--- config.mk ---
export PLATFORM = sky130hd
export DESIGN_NAME = icache_tag_ram_flush
export DESIGN_NICKNAME = d
export VERILOG_FILES = /design/src/rtl/icache_tag_ram_flush.sv
export SDC_FILE = /design/constraint.sdc
export NUM_CORES = 1
export LEC_CHECK = 0
export CAP_MARGIN = 20
export CORE_ASPECT_RATIO = 1.25
export CORE_MARGIN = 2
export CORE_UTILIZATION = 51
export CTS_BUF_LIST = sky130_fd_sc_hd__clkbuf_8 sky130_fd_sc_hd__clkbuf_16
export DETAILED_ROUTE_END_ITERATION = 16
export GPL_ROUTABILITY_DRIVEN = 0
export GPL_TIMING_DRIVEN = 0
export PLACE_DENSITY = 0.69
export SLEW_MARGIN = 20
export SYNTH_ARGS = -nofsm -noshare
export SYNTH_HDL_FRONTEND = slang
export SYNTH_SLANG_ARGS = --single-unit
--- constraint.sdc ---
create_clock -name clk_i -period 2.4 [get_ports clk_i]
set_input_delay 0.24 -clock clk_i [delete_from_list [all_inputs] [get_ports clk_i]]
set_output_delay 0.24 -clock clk_i [all_outputs]
set_load 0.02 [all_outputs]
--- src/rtl/icache_tag_ram_flush.sv ---
// Instruction-cache tag store: one write port, one registered read port, per-entry valid bit,
// hardware flush sweep (also run after reset), optional write-to-read bypass and parity check.
module icache_tag_ram_flush #(
  parameter int DATA_WIDTH = 25,
  parameter int ADDR_WIDTH = 5,
  parameter bit BYPASS_EN  = 1'b1,
  parameter bit PARITY_EN  = 1'b1
) (
  input  logic                  clk_i,
  input  logic                  rst_i,
  input  logic                  flush_i,
  output logic                  busy_o,
  input  logic                  wr_en_i,
  input  logic [ADDR_WIDTH-1:0] wr_addr_i,
  input  logic [DATA_WIDTH-1:0] wr_data_i,
  input  logic                  wr_valid_i,
  input  logic                  rd_en_i,
  input  logic [ADDR_WIDTH-1:0] rd_addr_i,
  output logic [DATA_WIDTH-1:0] rd_data_o,
  output logic                  rd_valid_o,
  output logic                  rd_parity_err_o
);

  localparam int DEPTH = 2 ** ADDR_WIDTH;
  localparam int MEM_W = DATA_WIDTH + (PARITY_EN ? 1 : 0);

  typedef enum logic {
    S_IDLE  = 1'b0,
    S_FLUSH = 1'b1
  } state_e;

  state_e                  state_q, state_d;
  logic [ADDR_WIDTH-1:0]   cnt_q, cnt_d;
  logic [MEM_W-1:0]        mem_q [DEPTH];
  logic [DEPTH-1:0]        valid_q;
  logic [DATA_WIDTH-1:0]   rd_data_q;
  logic                    rd_valid_q;
  logic                    rd_perr_q;

  logic                    wr_accept;
  logic                    bypass_hit;
  logic [MEM_W-1:0]        wr_word;
  logic [MEM_W-1:0]        rd_word;
  logic                    rd_par_bad;

  assign wr_accept  = wr_en_i && (state_q == S_IDLE);
  assign bypass_hit = BYPASS_EN && rd_en_i && wr_accept && (rd_addr_i == wr_addr_i);
  assign rd_word    = mem_q[rd_addr_i];

  if (PARITY_EN) begin : g_par
    assign wr_word    = {^wr_data_i, wr_data_i};
    assign rd_par_bad = rd_word[DATA_WIDTH] != (^rd_word[DATA_WIDTH-1:0]);
  end else begin : g_nopar
    assign wr_word    = wr_data_i;
    assign rd_par_bad = 1'b0;
  end

  always_comb begin
    state_d = state_q;
    cnt_d   = cnt_q;
    case (state_q)
      S_IDLE: begin
        if (flush_i) begin
          state_d = S_FLUSH;
          cnt_d   = '0;
        end
      end
      S_FLUSH: begin
        if (flush_i) begin
          cnt_d = '0;
        end else if (&cnt_q) begin
          state_d = S_IDLE;
        end else begin
          cnt_d = cnt_q + 1'b1;
        end
      end
      default: begin
        state_d = S_FLUSH;
        cnt_d   = '0;
      end
    endcase
  end

  always_ff @(posedge clk_i or posedge rst_i) begin
    if (rst_i) begin
      state_q <= S_FLUSH;
      cnt_q   <= '0;
    end else begin
      state_q <= state_d;
      cnt_q   <= cnt_d;
    end
  end

  // Storage is deliberately unreset; validity comes only from the sweep.
  always_ff @(posedge clk_i) begin
    if (wr_accept) begin
      mem_q[wr_addr_i] <= wr_word;
    end
  end

  always_ff @(posedge clk_i) begin
    if (state_q == S_FLUSH) begin
      valid_q[cnt_q] <= 1'b0;
    end else if (wr_accept) begin
      valid_q[wr_addr_i] <= wr_valid_i;
    end
  end

  always_ff @(posedge clk_i or posedge rst_i) begin
    if (rst_i) begin
      rd_data_q  <= '0;
      rd_valid_q <= 1'b0;
      rd_perr_q  <= 1'b0;
    end else if (rd_en_i) begin
      if (state_q == S_FLUSH) begin
        rd_data_q  <= rd_word[DATA_WIDTH-1:0];
        rd_valid_q <= 1'b0;
        rd_perr_q  <= 1'b0;
      end else if (bypass_hit) begin
        rd_data_q  <= wr_data_i;
        rd_valid_q <= wr_valid_i;
        rd_perr_q  <= 1'b0;
      end else begin
        rd_data_q  <= rd_word[DATA_WIDTH-1:0];
        rd_valid_q <= valid_q[rd_addr_i];
        rd_perr_q  <= valid_q[rd_addr_i] && rd_par_bad;
      end
    end
  end

  assign busy_o          = (state_q == S_FLUSH);
  assign rd_data_o       = rd_data_q;
  assign rd_valid_o      = rd_valid_q;
  assign rd_parity_err_o = rd_perr_q;

endmodule
==> metrics.txt <==
# TYPE chip_impl_metric gauge
chip_impl_metric{name="r2r_cells",unit=""} 8
chip_impl_metric{name="timing_max_transition_violations_final",unit=""} 0
chip_impl_metric{name="clock_insertion_delay_worst_skew",unit="ps"} 650
chip_impl_metric{name="final_hold_viol_count",unit=""} 0
chip_impl_metric{name="synth.lib_cells_used.distinct",unit=""} 51
chip_impl_metric{name="detail_route.wl_per_cell",unit="um"} 32.34
chip_impl_info{name="synth_top_flop_cell",value="sky130_fd_sc_hd__edfxtp_1"} 1
chip_impl_metric{name="coreArea",unit="um^2"} 70370
chip_impl_metric{name="cap_viol_max_count",unit=""} 0
chip_impl_info{name="rsz_0062_raised_after_global_routing",value="yes"} 1
chip_impl_metric{name="crit_arrival",unit="ps"} 3520
chip_impl_metric{name="syn_to_final_growth",unit="%"} 20.03
chip_impl_metric{name="total_via_count_after_detailed_routing",unit=""} 19710
chip_impl_metric{name="clock_power_share",unit="%"} 40.7
chip_impl_metric{name="max_freq",unit="MHz"} 332.1
chip_impl_metric{name="cts.clk_slew.worst_paths",unit="ps"} 60
chip_impl_metric{name="synth-edff-count",unit=""} 864
chip_impl_info{name="setup.worst_path.class",value="reg -> reg"} 1
chip_impl_metric{name="post-route-min-period",unit="ps"} 3012
chip_impl_metric{name="p_leak",unit="nW"} 14.17
chip_impl_metric{name="setup_violations",unit=""} 1
chip_impl_metric{name="post_route_cells_drive_above_1_share",unit="%"} 30.35
chip_impl_metric{name="timing.max_slew.rel_slack",unit="%"} 36.06
chip_impl_info{name="outcome",value="finished, violations left"} 1
chip_impl_metric{name="firstDrtPassIters",unit=""} 5
chip_impl_metric{name="route.detailed.drc",unit=""} 0
chip_impl_metric{name="p_comb_share",unit="%"} 8.6
chip_impl_metric{name="final_min_period_over_clock_period",unit="%"} 125.5
chip_impl_metric{name="internal_power",unit="W"} 0.02706
chip_impl_metric{name="start_util",unit="%"} 51.31
chip_impl_metric{name="drt_first_iter_violations",unit=""} 2533
chip_impl_metric{name="cellPowerDensity",unit="nW/um^2"} 802.0
chip_impl_metric{name="p_sw_share",unit="%"} 22.15
chip_impl_info{name="violations_in_the_final_reports",value="setup timing"} 1
chip_impl_metric{name="placement_rows",unit=""} 109
chip_impl_metric{name="worst-endpoint-required",unit="ps"} 2910
chip_impl_metric{name="peakVddDrop",unit="V"} 0.0005244
chip_impl_metric{name="ant_nets",unit=""} 0
chip_impl_info{name="hold_path.class",value="in -> reg"} 1
chip_impl_metric{name="die_area",unit="um^2"} 72960
chip_impl_metric{name="synth_async_sr_flop_share",unit="%"} 3.679
chip_impl_metric{name="die_width",unit="um"} 242
chip_impl_metric{name="grt_max_degree",unit=""} 35
chip_impl_metric{name="wire_length_of_the_first_global_routing_pass",unit="mm"} 141.4
chip_impl_metric{name="htree_levels",unit=""} 3
chip_impl_metric{name="groute.usage.overall",unit="%"} 27.49
chip_impl_metric{name="final.setup.tns",unit="ps"} -611.6
chip_impl_metric{name="detail_route.wirelength",unit="mm"} 98.80
chip_impl_metric{name="worstPathMaxFanout",unit=""} 2
chip_impl_info{name="worst_setup_path_end_kind",value="flop"} 1
chip_impl_metric{name="max-clock-path-buffers",unit=""} 3
chip_impl_metric{name="final_cells",unit=""} 3055
chip_impl_info{name="tritoncts",value="done"} 1
chip_impl_metric{name="post_detail_place_hpwl",unit="mm"} 65.02
chip_impl_metric{name="num_antenna_cells",unit=""} 0
chip_impl_metric{name="dieHeight",unit="um"} 301.5
chip_impl_metric{name="seq_area_frac_synth",unit="%"} 74.14
chip_impl_metric{name="fillerInstances",unit=""} 4808
chip_impl_metric{name="place_inst",unit=""} 2849
chip_impl_metric{name="postSynthRegisterBits",unit=""} 897
chip_impl_metric{name="area_used_by_multi_input_combinational_logic",unit="um^2"} 9219
chip_impl_metric{name="finalWorstSetupSlack",unit="ps"} -611.6
chip_impl_metric{name="grt_antenna_before_repair",unit=""} 3
chip_impl_metric{name="clock-skew-final",unit="ps"} 25.73
chip_impl_metric{name="synth-warning-count",unit=""} 0
chip_impl_metric{name="syn_nets",unit=""} 1845
chip_impl_metric{name="ioPinCount",unit=""} 69
chip_impl_metric{name="detail_route.vias_per_cell",unit=""} 6.450
chip_impl_metric{name="number_of_global_route_vias_before_repair",unit=""} 19920
chip_impl_metric{name="total_switching_power",unit="W"} 0.007698
chip_impl_info{name="start_kind",value="flop"} 1
chip_impl_metric{name="cts_inserted_buffers",unit=""} 86
chip_impl_metric{name="area_of_the_mapped_netlist",unit="um^2"} 36110
chip_impl_metric{name="hold_depth",unit=""} 3
chip_impl_metric{name="overflow",unit=""} 0
chip_impl_metric{name="place.port_buffers",unit=""} 63
chip_impl_metric{name="post_synthesis_instance_total",unit=""} 1799
chip_impl_metric{name="regArea",unit="um^2"} 26770
chip_impl_info{name="clock-root-buffer",value="sky130_fd_sc_hd__clkbuf_16"} 1
chip_impl_metric{name="syn-mean-instance-area",unit="um^2"} 20.07
chip_impl_metric{name="tightestPinTransition",unit="ps"} 959.1
chip_impl_metric{name="final_net_count",unit=""} 2086
chip_impl_metric{name="power.sequential.fraction",unit="%"} 50.7
chip_impl_metric{name="clock-sinks",unit=""} 897
==> worst paths after layout <==
check | slack (ps) | to | from
max | -610 | rd_parity_err_o | mem_q[24][4]
min | 120 | rd_data_o[19] | wr_data_i[19]
max reg2reg | -610 | rd_parity_err_o | mem_q[24][4]
min reg2reg | 520 | rd_data_o[17] | rd_data_o[17]
max in group asynchronous | 1430 | rd_data_o[8] | rst_i
min in group asynchronous | 490 | rd_valid_o | rst_i
==> registers in the layout, indices dropped and copies added, names as in the netlist <==
signal / flops
busy_o: 1
rd_parity_err_o: 1
valid_q: 32
cnt_q: 5
rd_valid_o: 1
mem_q: 832
rd_data_o: 25
==> cell type report <==
class / instances / share of cell area, %
buffer: 108 / 2.151
clock buffer: 88 / 5.081
clock inverter: 72 / 1.706
inverter: 12 / 0.1155
multi-input combinational: 781 / 21.27
sequential: 897 / 61.77
tap: 943 / 2.722
timing repair buffer: 154 / 5.188
==> what timing repair did <==
item,4_1_cts,5_1_grt
hold endpoints to repair,18,0
setup buffers,41,4
resized for setup,141,22
pin swaps,34,4
endpoints found under the setup margin,677,30
hold buffers,1,0
==> metal layers <==
metal / part of all wire [%] / vias to the layer above / track usage (%)
met5: 0.012 / - / 0
met3: 10 / 248 / 4.966
li1: - / 7837 / -
met1: 36 / 10340 / 36.06
met4: 4.8 / 2 / 12.67
met2: 49 / 1284 / 45.33
==> metrics by stage <==
step	utilization [%]	hold WS [ps]	instance area, um^2	power, W	worst slack [ps]
final	61.59	119.4	43340	0.03476	-611.6
after global routing	61.59	144.9	43340	0.03563	-657.5
after floorplan	-	306.4	36270	0.01955	-443.3
after CTS	61.43	164.6	43230	0.03477	-515.6
after detailed placement	55.97	507.0	39390	0.02072	-2582
after global placement	54.12	499.4	38080	0.02057	-2918
==> layout by cell type (no fill, tap or decap), types with 11 or more instances in the layout <==
cell / synthesis / final
sky130_fd_sc_hd__a21oi_1: 32 / 32
sky130_fd_sc_hd__dfrtp_1: 32 / 32
sky130_fd_sc_hd__nor2_1: 74 / 39
sky130_fd_sc_hd__o21ai_0: 35 / 33
sky130_fd_sc_hd__buf_4: 17 / 38
sky130_fd_sc_hd__inv_1: 11 / 27
sky130_fd_sc_hd__o21bai_1: 30 / 30
sky130_fd_sc_hd__clkbuf_16: 0 / 88
sky130_fd_sc_hd__nor2_4: 0 / 33
sky130_fd_sc_hd__buf_12: 1 / 42
sky130_fd_sc_hd__clkbuf_1: 49 / 27
sky130_fd_sc_hd__buf_2: 16 / 29
sky130_fd_sc_hd__edfxtp_1: 864 / 864
sky130_fd_sc_hd__bufinv_16: 0 / 15
sky130_fd_sc_hd__mux4_2: 222 / 222
sky130_fd_sc_hd__clkdlybuf4s50_1: 0 / 37
sky130_fd_sc_hd__xnor2_1: 38 / 31
sky130_fd_sc_hd__nand2_1: 96 / 94
sky130_fd_sc_hd__buf_16: 0 / 31
sky130_fd_sc_hd__buf_6: 16 / 22
sky130_fd_sc_hd__nor2b_1: 12 / 11
sky130_fd_sc_hd__mux2i_1: 75 / 62
sky130_fd_sc_hd__clkinv_2: 0 / 21
sky130_fd_sc_hd__a32o_1: 14 / 14
sky130_fd_sc_hd__nand3_1: 45 / 43
==> cell usage after synthesis, types with 9 or more instances <==
cell type	count	share of area [%]
sky130_fd_sc_hd__clkbuf_1	49	0.51
sky130_fd_sc_hd__a32o_1	14	0.39
sky130_fd_sc_hd__dfrtp_1	32	2.2
sky130_fd_sc_hd__buf_4	17	0.35
sky130_fd_sc_hd__mux2i_1	75	2.1
sky130_fd_sc_hd__nor2b_1	12	0.21
sky130_fd_sc_hd__mux4_2	222	14
sky130_fd_sc_hd__nand2_1	96	1.0
sky130_fd_sc_hd__nand3_1	45	0.62
sky130_fd_sc_hd__buf_6	16	0.50
sky130_fd_sc_hd__buf_2	16	0.22
sky130_fd_sc_hd__xnor2_1	38	0.92
sky130_fd_sc_hd__inv_1	11	0.11
sky130_fd_sc_hd__a221oi_1	18	0.44
sky130_fd_sc_hd__edfxtp_1	864	72
sky130_fd_sc_hd__xor2_1	11	0.27
sky130_fd_sc_hd__nor2_1	74	0.77
sky130_fd_sc_hd__a31oi_1	9	0.16
sky130_fd_sc_hd__o21ai_0	35	0.49
sky130_fd_sc_hd__a21oi_1	32	0.44
sky130_fd_sc_hd__and2_1	9	0.16
sky130_fd_sc_hd__o21bai_1	30	0.62
==> worst max-delay path, cell delays in order (launching register included) <==
cell and delay [ps]:
sky130_fd_sc_hd__edfxtp_1 390, sky130_fd_sc_hd__mux4_2 480, sky130_fd_sc_hd__mux4_2 550, sky130_fd_sc_hd__o21a_4 260
sky130_fd_sc_hd__xor2_4 190, sky130_fd_sc_hd__xnor3_1 240, sky130_fd_sc_hd__xnor3_1 430, sky130_fd_sc_hd__xnor2_2 230
sky130_fd_sc_hd__o22ai_1 110
==> power by group through the flow <==
stage                     clock, W  sequential, W  combinational (W)
after floorplan                  0         0.0180            0.00155
after global placement           0         0.0180            0.00260
after detailed placement         0         0.0180            0.00275
after CTS                   0.0142         0.0176            0.00290
after global routing        0.0149         0.0176            0.00311
final                       0.0142         0.0176            0.00297
==> logic make-up after synthesis <==
group,Yosys count,synth area share (%)
adder cells (fa/ha/maj),5,0.1732
buffers and inverters,121,1.930
AO/OA/AOI/OAI,166,3.139
AND/OR/NAND/NOR,256,3.132
multiplexers,301,16.05
XOR/XNOR,53,1.438
flip-flops,897,74.14
No activity file was read; power rests on OpenSTA's default activity.
